`config.mk`:
```
export PLATFORM = sky130hd
export DESIGN_NAME = sevenseg_scan_ctrl_flat
export DESIGN_NICKNAME = d
export VERILOG_FILES = /design/src/rtl/sevenseg_scan_ctrl_pkg.sv /design/src/rtl/sevenseg_scan_ctrl_if.sv /design/src/rtl/sevenseg_scan_ctrl_decode.sv /design/src/rtl/sevenseg_scan_ctrl.sv /design/src/flat_wrapper.sv
export SDC_FILE = /design/constraint.sdc
export NUM_CORES = 1
export LEC_CHECK = 0
export ABC_AREA = 1
export CORE_AREA = 2 2 91 93
export CTS_BUF_LIST = sky130_fd_sc_hd__clkbuf_16
export DETAILED_ROUTE_END_ITERATION = 8
export DIE_AREA = 0 0 93 95
export DONT_BUFFER_PORTS = 1
export MAX_ROUTING_LAYER = met4
export PLACE_DENSITY_LB_ADDON = 0.05
export SYNTH_ARGS = -nofsm -noshare
export SYNTH_HDL_FRONTEND = slang
export SYNTH_HIERARCHICAL = 1
export SYNTH_SLANG_ARGS = --single-unit
```
`constraint.sdc`:
```
create_clock -name clock -period 5.9 [get_ports clock]
set_input_delay 1.18 -clock clock [delete_from_list [all_inputs] [get_ports clock]]
set_output_delay 1.18 -clock clock [all_outputs]
set_load 0.01 [all_outputs]
```
`src/rtl/sevenseg_scan_ctrl_pkg.sv`:
```
// Shared constants and types for the seven-segment scan controller.
package sevenseg_pkg;

  localparam logic [7:0] SEG_OFF = 8'hFF;

  // Active-low g..a patterns for hex 0..F; bit 7 (dp) is left off.
  localparam logic [7:0] SEG_LUT [16] = '{
    8'hC0, 8'hF9, 8'hA4, 8'hB0, 8'h99, 8'h92, 8'h82, 8'hF8,
    8'h80, 8'h90, 8'h88, 8'h83, 8'hC6, 8'hA1, 8'h86, 8'h8E
  };

  typedef enum logic {
    BLANK,
    SHOW
  } scan_state_t;

endpackage

```
`src/rtl/sevenseg_scan_ctrl_if.sv`:
```
// Value-load handshake, live display controls and display pins of the scan controller.
interface sevenseg_scan_ctrl_if #(
  parameter int NUM_DIGITS = 4
);

  logic [4*NUM_DIGITS-1:0] value;
  logic                    value_valid;
  logic                    value_ready;
  logic                    blank_lz;
  logic [NUM_DIGITS-1:0]   dp_mask;
  logic [NUM_DIGITS-1:0]   an;
  logic [7:0]              seg;
  logic                    frame_done;

  modport master (
    output value, value_valid, blank_lz, dp_mask,
    input  value_ready, an, seg, frame_done
  );

  modport slave (
    input  value, value_valid, blank_lz, dp_mask,
    output value_ready, an, seg, frame_done
  );

endinterface

```
`src/rtl/sevenseg_scan_ctrl_decode.sv`:
```
// Combinational hex nibble to active-low seven-segment pattern (g..a).
module hex_digit_decode
  import sevenseg_pkg::*;
(
  input  logic [3:0] nibble_i,
  output logic [6:0] segs_o
);

  assign segs_o = SEG_LUT[nibble_i][6:0];

endmodule

```
`src/rtl/sevenseg_scan_ctrl.sv`:
```
// Time-multiplexed common-anode seven-segment scanner with guard blanking,
// leading-zero suppression, per-digit dp and a frame-synchronous value load.
module sevenseg_scan_ctrl
  import sevenseg_pkg::*;
#(
  parameter int NUM_DIGITS      = 4,
  parameter int TICKS_PER_DIGIT = 1000,
  parameter int BLANK_TICKS     = 8
) (
  input logic                 clock,
  input logic                 reset,
  sevenseg_scan_ctrl_if.slave bus
);

  localparam int TW = (TICKS_PER_DIGIT > 1) ? $clog2(TICKS_PER_DIGIT) : 1;
  localparam int DW = $clog2(NUM_DIGITS);
  localparam int VW = 4 * NUM_DIGITS;

  localparam logic [TW-1:0] TICK_LAST  = TW'(TICKS_PER_DIGIT - 1);
  localparam logic [TW-1:0] BLANK_LEN  = TW'(BLANK_TICKS);
  localparam logic [DW-1:0] DIGIT_LAST = DW'(NUM_DIGITS - 1);

  scan_state_t           state_q, state_d;
  logic [TW-1:0]         tick_q, tick_d;
  logic [DW-1:0]         digit_q, digit_d;
  logic [VW-1:0]         display_q, display_d;
  logic [VW-1:0]         pending_q, pending_d;
  logic                  pend_full_q, pend_full_d;
  logic [NUM_DIGITS-1:0] an_q, an_d;
  logic [7:0]            seg_q, seg_d;
  logic                  frame_done_q, frame_done_d;

  logic                  slot_end;
  logic                  boundary;
  logic                  xfer;
  logic                  zeros_above;
  logic [NUM_DIGITS-1:0] lz_supp;
  logic [3:0]            cur_nibble;
  logic [6:0]            cur_segs;

  assign slot_end = (tick_q == TICK_LAST);
  assign boundary = slot_end && (digit_q == DIGIT_LAST);
  assign xfer     = bus.value_valid && !pend_full_q;

  always_comb begin
    tick_d  = tick_q + 1'b1;
    digit_d = digit_q;
    if (slot_end) begin
      tick_d  = '0;
      digit_d = (digit_q == DIGIT_LAST) ? '0 : digit_q + 1'b1;
    end
  end

  // With no guard interval the scanner stays in SHOW across slot boundaries.
  always_comb begin
    state_d = state_q;
    case (state_q)
      BLANK:   if (tick_d >= BLANK_LEN) state_d = SHOW;
      SHOW:    if (slot_end && (BLANK_TICKS > 0)) state_d = BLANK;
      default: state_d = BLANK;
    endcase
  end

  // The pending value only reaches the display at the frame boundary, so a
  // frame is never torn; a load landing on the boundary waits one frame more.
  always_comb begin
    display_d   = display_q;
    pending_d   = pending_q;
    pend_full_d = pend_full_q;
    if (boundary && pend_full_q) begin
      display_d   = pending_q;
      pend_full_d = 1'b0;
    end else if (xfer) begin
      pending_d   = bus.value;
      pend_full_d = 1'b1;
    end
  end

  always_comb begin
    zeros_above = 1'b1;
    lz_supp     = '0;
    for (int i = NUM_DIGITS - 1; i > 0; i--) begin
      zeros_above = zeros_above && (display_d[4*i +: 4] == 4'h0);
      lz_supp[i]  = bus.blank_lz && zeros_above;
    end
  end

  assign cur_nibble = display_d[{digit_d, 2'b00} +: 4];

  hex_digit_decode u_decode (
    .nibble_i (cur_nibble),
    .segs_o   (cur_segs)
  );

  // Outputs are computed from next-state values so the registered pins
  // change on the same edge as the slot/state they describe.
  always_comb begin
    an_d         = '1;
    seg_d        = SEG_OFF;
    frame_done_d = boundary;
    if ((state_d == SHOW) && !lz_supp[digit_d]) begin
      an_d[digit_d] = 1'b0;
      seg_d         = {~bus.dp_mask[digit_d], cur_segs};
    end
  end

  always_ff @(posedge clock or posedge reset) begin
    if (reset) begin
      state_q      <= BLANK;
      tick_q       <= '0;
      digit_q      <= '0;
      display_q    <= '0;
      pending_q    <= '0;
      pend_full_q  <= 1'b0;
      an_q         <= '1;
      seg_q        <= SEG_OFF;
      frame_done_q <= 1'b0;
    end else begin
      state_q      <= state_d;
      tick_q       <= tick_d;
      digit_q      <= digit_d;
      display_q    <= display_d;
      pending_q    <= pending_d;
      pend_full_q  <= pend_full_d;
      an_q         <= an_d;
      seg_q        <= seg_d;
      frame_done_q <= frame_done_d;
    end
  end

  assign bus.value_ready = !pend_full_q;
  assign bus.an          = an_q;
  assign bus.seg         = seg_q;
  assign bus.frame_done  = frame_done_q;

endmodule

```
`src/flat_wrapper.sv`:
```
// flat-port wrapper written by rule: the top's interface ports become plain ports
module sevenseg_scan_ctrl_flat import sevenseg_pkg::*;
#(
  parameter int NUM_DIGITS      = 4,
  parameter int TICKS_PER_DIGIT = 1000,
  parameter int BLANK_TICKS     = 8
)
  (clock, reset, bus_value, bus_value_valid, bus_blank_lz, bus_dp_mask, bus_value_ready, bus_an, bus_seg, bus_frame_done);
  sevenseg_scan_ctrl_if #(.NUM_DIGITS(NUM_DIGITS)) bus_i ();
  input logic clock;
  input logic reset;
  input wire logic [$bits(bus_i.value)-1:0] bus_value;
  input wire logic [$bits(bus_i.value_valid)-1:0] bus_value_valid;
  input wire logic [$bits(bus_i.blank_lz)-1:0] bus_blank_lz;
  input wire logic [$bits(bus_i.dp_mask)-1:0] bus_dp_mask;
  output wire logic [$bits(bus_i.value_ready)-1:0] bus_value_ready;
  output wire logic [$bits(bus_i.an)-1:0] bus_an;
  output wire logic [$bits(bus_i.seg)-1:0] bus_seg;
  output wire logic [$bits(bus_i.frame_done)-1:0] bus_frame_done;
  assign bus_i.value = bus_value;
  assign bus_i.value_valid = bus_value_valid;
  assign bus_i.blank_lz = bus_blank_lz;
  assign bus_i.dp_mask = bus_dp_mask;
  assign bus_value_ready = bus_i.value_ready;
  assign bus_an = bus_i.an;
  assign bus_seg = bus_i.seg;
  assign bus_frame_done = bus_i.frame_done;
  sevenseg_scan_ctrl #(.NUM_DIGITS(NUM_DIGITS), .TICKS_PER_DIGIT(TICKS_PER_DIGIT), .BLANK_TICKS(BLANK_TICKS)) u_core (.clock(clock), .reset(reset), .bus(bus_i));
endmodule
```
* After elaboration in Yosys (flattened, before gate mapping)
Memories as Yosys holds them, arrays and structs flattened.
Cells that the tools add are included.
** Cells by class
- Reduce and logical (&&, ||, !) cells :: 17
- Shift operators :: 1
- $lt $le $gt $ge :: 4
- Equal/unequal tests :: 2
- Multiplexer cells :: 19
- Bitwise logic cells :: 5
- $add $sub $neg :: 2
** Operators by type and width (count)
- $mux 16 :: 1
- $shiftx 16x5->4 :: 1
- $mux 7 :: 2
- $logic_not 4->1 :: 3
- $add 10x1->10 const B :: 1
- $eq 10x10->1 const B :: 1
- $ge 10x4->1 const B :: 1
- $logic_and 1x1->1 :: 10
- $mux 10 :: 1
- $mux 8 :: 1
- $mux 1 :: 7
- $ge 5x5->1 const B :: 1
- $not 4->5 :: 1
- $bmux 1 s2 :: 2
- $mux 2 :: 2
- $mux 4 :: 1
- $not 4->4 :: 1
- $lt 2x3->1 const B :: 1
- $not 1->1 :: 3
- $add 2x1->2 const B :: 1
- $demux 1 s2 :: 1
- $eq 2x2->1 const B :: 1
- $ge 2x1->1 const B :: 1
- $logic_not 1->1 :: 2
- other kinds (3) :: 3
** Word-level totals
- Output and inout port bits :: 14
- Memories :: 1
- Register bits after elaboration :: 59
- Bits in read-only memories :: 128
- Word-level logic and storage cells :: 60
- Input bits :: 24
** Memory list
- (no name shown) :: words 16, width 8, read ports 1, clocked after Yosys merged registers in 0, wr ports 0, RTL line sevenseg_scan_ctrl_decode.sv:9 : assign segs_o = SEG_LUT[nibble_i][6:0];

* Longest topological paths before layout
- Depth after elaboration :: 13
- Gate-level depth with buffers :: 22
- Gate-level depth less buffers :: 22

* Cells and area by module
The synthesis kept the hierarchy.
** Modules (own cells, without submodules)
- sevenseg_scan_ctrl :: sequential area each 1491.4 µm², area each 2791.4 µm², cells an instance 285, instances 1
- hex_digit_decode :: sequential area each 0.0 µm², area each 275.3 µm², cells an instance 51, instances 1

* Least setup slack after synthesis
No wires, ideal clock.
- Path kind :: reg2reg
- From :: reg u_core.tick_q[0]
- To :: reg u_core.seg_q[3] (netlist: u_core/bus.seg[3])
- Setup time :: 82 ps
- Setup slack :: 3252 ps
- Arrival :: 2566 ps
- Cell stages (with the launch flop) :: 22
- Buffers on the path :: 1
- Period minus slack after synthesis :: 2648 ps
- Cells stage by stage :: dfrtp_1 ha_1 nand2_1 inv_2 nand3_2 nor2_8 buf_6 o21ai_2 o21ai_4 inv_2 nor2_2 nand2_1 o2111ai_1 inv_1 ha_1 inv_1 nand2_1 nand2_1 nand2_1 nand2_1 inv_1 nand3_2
** On the way
- Elaborated cells between the ends (all ways) :: 29
- Those cells by class :: add/sub (1); order compare (1); eq/ne (1); shift (1); mux (11); bitwise (1); reduce/logical (12); memory (1)
** RTL lines
- from (decl) :: RTL line sevenseg_scan_ctrl.sv:24 : logic [TW-1:0] tick_q, tick_d;
- from (signal assigned) :: RTL line sevenseg_scan_ctrl.sv:120 : tick_q <= tick_d;
- $eq 10x10->1 :: RTL line sevenseg_scan_ctrl.sv:41 : assign slot_end = (tick_q == TICK_LAST);
- $mux 2 :: RTL line sevenseg_scan_ctrl.sv:48 : if (slot_end) begin
- named net u_core.digit_d[0] :: RTL line sevenseg_scan_ctrl.sv:25 : logic [DW-1:0] digit_q, digit_d;
- $shiftx 16x5->4 :: RTL line sevenseg_scan_ctrl.sv:88 : assign cur_nibble = display_d[{digit_d, 2'b00} +: 4];
- named net u_core.cur_nibble[0] :: RTL line sevenseg_scan_ctrl.sv:38 : logic [3:0] cur_nibble;
- $not 4->5 (implied by the code) :: RTL line sevenseg_scan_ctrl_decode.sv:9
- $mem_v2 16x8
- $mux 7 (implied by the code) (2 in series) :: RTL line sevenseg_scan_ctrl_decode.sv:9
- named net u_core.cur_segs[3] :: RTL line sevenseg_scan_ctrl.sv:39 : logic [6:0] cur_segs;
- $mux 8 :: RTL line sevenseg_scan_ctrl.sv:101 : if ((state_d == SHOW) && !lz_supp[digit_d]) begin
- named net u_core.seg_d[3] :: RTL line sevenseg_scan_ctrl.sv:30 : logic [7:0] seg_q, seg_d;
- to (signal assigned) :: RTL line sevenseg_scan_ctrl.sv:126 : seg_q <= seg_d;
- to (decl) :: RTL line sevenseg_scan_ctrl.sv:30
The timed path passes the listed nets, and every way through them passes these cells. The select of a mux whose other input is x is not followed.
A chain may end at the register's enable or synchronous reset.

* Worst setup path after layout
Ends and elaborated chain as after synthesis.

==> qor.yml <==
status:
  status: "completed"
global_route:
  gr-usage-all-layers: 0.1595
  grt-ovfl-total: 0
  grt_max_degree: 60
  grt_pass1_vias: 2157
  antenna_found_initial: 0
  grt_pass1_wl_mm: 10.63
critical_path:
  critical_path_class: "register to register"
  crit_fanout: 12
  worstSetupEndpointType: "register"
  worst-endpoint-arrival_ps: 3440
  start_kind: "register"
  crit_required_ps: 6160
route:
  routed_via_density: 4.707
  wl_mm: 6.037
  vias: 2104
  final_antenna_net_count: 0
  drt_first_iter_violations: 61
  wl_per_cell_microns: 13.51
  dr.pass1.iters: 4
  drc: 0
clocking:
  htreeDepth: 3
  clock_latency_ps: 330
  ctsLongestPathBuffers: 2
  cts_setup_buffers: 0
  cts_tree: "built"
  cts_resized: 0
  root_buffer: "clkbuf_16"
  cts_hold_buf: 0
  clk_pin_slew_ps: 50
  numCtsBuffers: 9
  clock_sinks: 59
flow_run:
  max_cap_violations: 0
timing:
  final-hold-violation-count: 0
  rsz0062_at_grt: "false"
  max-slew-margin-rel: 0.4306
  setup_violations: 0
  fin_crit_sh: 0.5389
  fmax_mhz: 314.5
  slew_violations: 0
  fin_setup_tns_ps: 0
  finalCriticalPeriod_ps: 3180
  worst_pin_slew_ps: 853.2
  finClkSkew_ps: 7.084
placed_design:
  placed_cells: 431
  portBuffers: 0
  gp_congestion: 0.8491
  dp_hpwl_mm: 4.398
yosys:
  syn-num-nets: 370
  yosysSeqAreaShare: 0.4863
  yosysUniqueCellTypes: 31
  avgSynthCellArea_sq_um: 9.127
  yosysWarningCount: 6
  synth_seq_cells: 59
  syn_area_sq_um: 3067
  synthCells: 336
die:
  dieArea_sq_um: 8835
  start_util: 0.3868
  row_count: 33
  die_y_microns: 95
  coreArea_sq_um: 7928
  pin_count: 38
  die_x_microns: 93
final_layout:
  fin_util: 0.4323
  antenna_cells: 0
  finalNonFillerCells: 447
  nFillCells: 793
  nets: 371
  final_layout_size_suffix_gt1_frac: 0.2281
  layout-area-overhead-vs-synth_pct: 11.75
power_and_ir_drop:
  leakagePower_nw: 1.889
  ir_drop_uv: 147.3
  cellPowerDensity_nw_per_um2: 280.2
worst_hold_path:
  hold_class: "register to register"
cell usage in the layout, fill, tap and decap left out, types with 3 or more instances in the layout:
cell type   n
nand3_1    23
ha_1       10
dfrtp_1    47
o2111ai_1   3
nand2_1    92
nor2_2      3
o21ai_0     4
nand3_2    12
inv_1      46
inv_2      10
nor2_1     14
nor2_4      3
nand4_1     9
o21ai_1     9
dfstp_2    12
clkbuf_16   9
mux2_2     14
power by group:
group          internal [W]  switching (W)  leakage (nW)
registers          0.000406    0.000000371         0.746
clock network      0.000364       0.000180         0.159
logic            0.00000127     0.00000824         0.983
per-stage QoR:
stage	worst slack, ps	hold slack (ps)	total power (W)	area [sq um]
finish	2720	482.8	0.0009601	3427
global route	2378	495.9	0.0009929	3427
CTS	2696	486.4	0.0009756	3427
detailed placement	2713	471.8	0.0004236	3117
global placement	2733	466.4	0.0004236	3117
floorplan	3252	444.9	0.0004201	3067
critical path: stages, from the launching register on:
cell	delay, ps
dfrtp_1	390
ha_1	180
nand2_1	80
inv_2	110
nand3_2	130
nor2_8	230
inv_2	120
nand2_1	120
nand2_4	70
nor2_1	340
nand2_1	100
o2111ai_1	230
inv_1	230
ha_1	370
inv_1	60
nand2_1	40
nand2_1	90
nand2_1	50
nand2_1	50
inv_1	40
nand3_2	60
sequential cells by signal, indices dropped and copies added (netlist names):
register	flops
u_core/bus.an	4
u_core/bus.frame_done	1
u_core/bus.seg	8
u_core/digit_q	2
u_core/display_q	16
u_core/pend_full_q	1
u_core/pending_q	16
u_core/state_q	1
u_core/tick_q	10
synth_stat cells:
cell / number / area (sq um)
nand4_1: 9 / 56.30
ha_1: 10 / 125.1
o21bai_1: 1 / 7.510
nand3_1: 23 / 115.1
nor2_4: 3 / 33.78
inv_2: 9 / 33.78
a21oi_1: 2 / 10.01
dfrtp_1: 47 / 1176
o21ai_0: 4 / 20.02
nand4_4: 1 / 21.27
o211ai_1: 2 / 15.01
nand2_1: 92 / 345.3
mux2_2: 14 / 157.7
nand2_4: 2 / 22.52
nand2_2: 2 / 12.51
buf_4: 2 / 15.01
inv_1: 45 / 168.9
clkbuf_1: 2 / 7.510
dfstp_2: 12 / 315.3
nor2_2: 3 / 18.77
nor2_8: 2 / 40.04
nand3_2: 12 / 120.1
nand3b_1: 1 / 7.510
inv_4: 1 / 6.260
buf_2: 2 / 10.01
nor2_1: 14 / 52.55
buf_6: 5 / 56.30
o21ai_4: 1 / 16.27
o21ai_1: 9 / 45.04
o2111ai_1: 3 / 26.28
o21ai_2: 1 / 8.760
final timing paths:
| path | startpoint | end | slack [ps] | cells after the start |
|---|---|---|---|---|
| min in group asynchronous | reset | u_core/tick_q[6] | 940 | 2 |
| worst max register to register | u_core/tick_q[0] | u_core/bus.seg[3] | 2720 | 20 |
| max in group asynchronous | reset | u_core/display_q[0] | 4460 | 2 |
| worst min-delay path | u_core/display_q[0] | u_core/display_q[0] | 480 | 2 |
| worst max-delay path | u_core/tick_q[0] | u_core/bus.seg[3] | 2720 | 20 |
| worst min register to register | u_core/display_q[0] | u_core/display_q[0] | 480 | 2 |
layout make-up:
| type | instances | area (sq um) | share of cell area |
|---|---|---|---|
| clock inverters | 7 | 85.08 | 0.02483 |
| inverters | 55 | 209.0 | 0.06097 |
| multi-input cells | 211 | 1277 | 0.3728 |
| well taps | 105 | 131.4 | 0.03834 |
| repair buffers | 1 | 7.507 | 0.002191 |
| clock buffers | 9 | 225.2 | 0.06572 |
| flip-flops and latches | 59 | 1491 | 0.4352 |
logic make-up (layout without fill, tap and decap cells):
group | count (synthesis) | count (layout) | synth area share
and+or+nand+nor | 164 | 164 | 0.2758
buffers and inverters | 66 | 72 | 0.09710
adders and majority gates | 10 | 10 | 0.04080
muxes | 14 | 14 | 0.05141
DFF | 59 | 59 | 0.4863
AOI/OAI and AO/OA | 23 | 23 | 0.04855
layer usage:
metal | track usage | wire (microns)
met2 | 0.2367 | 2692
met1 | 0.2033 | 2913
met5 | - | 0
met3 | 0.03911 | 291
met4 | 0.08088 | 140
Power figures use the tool's default switching activity.
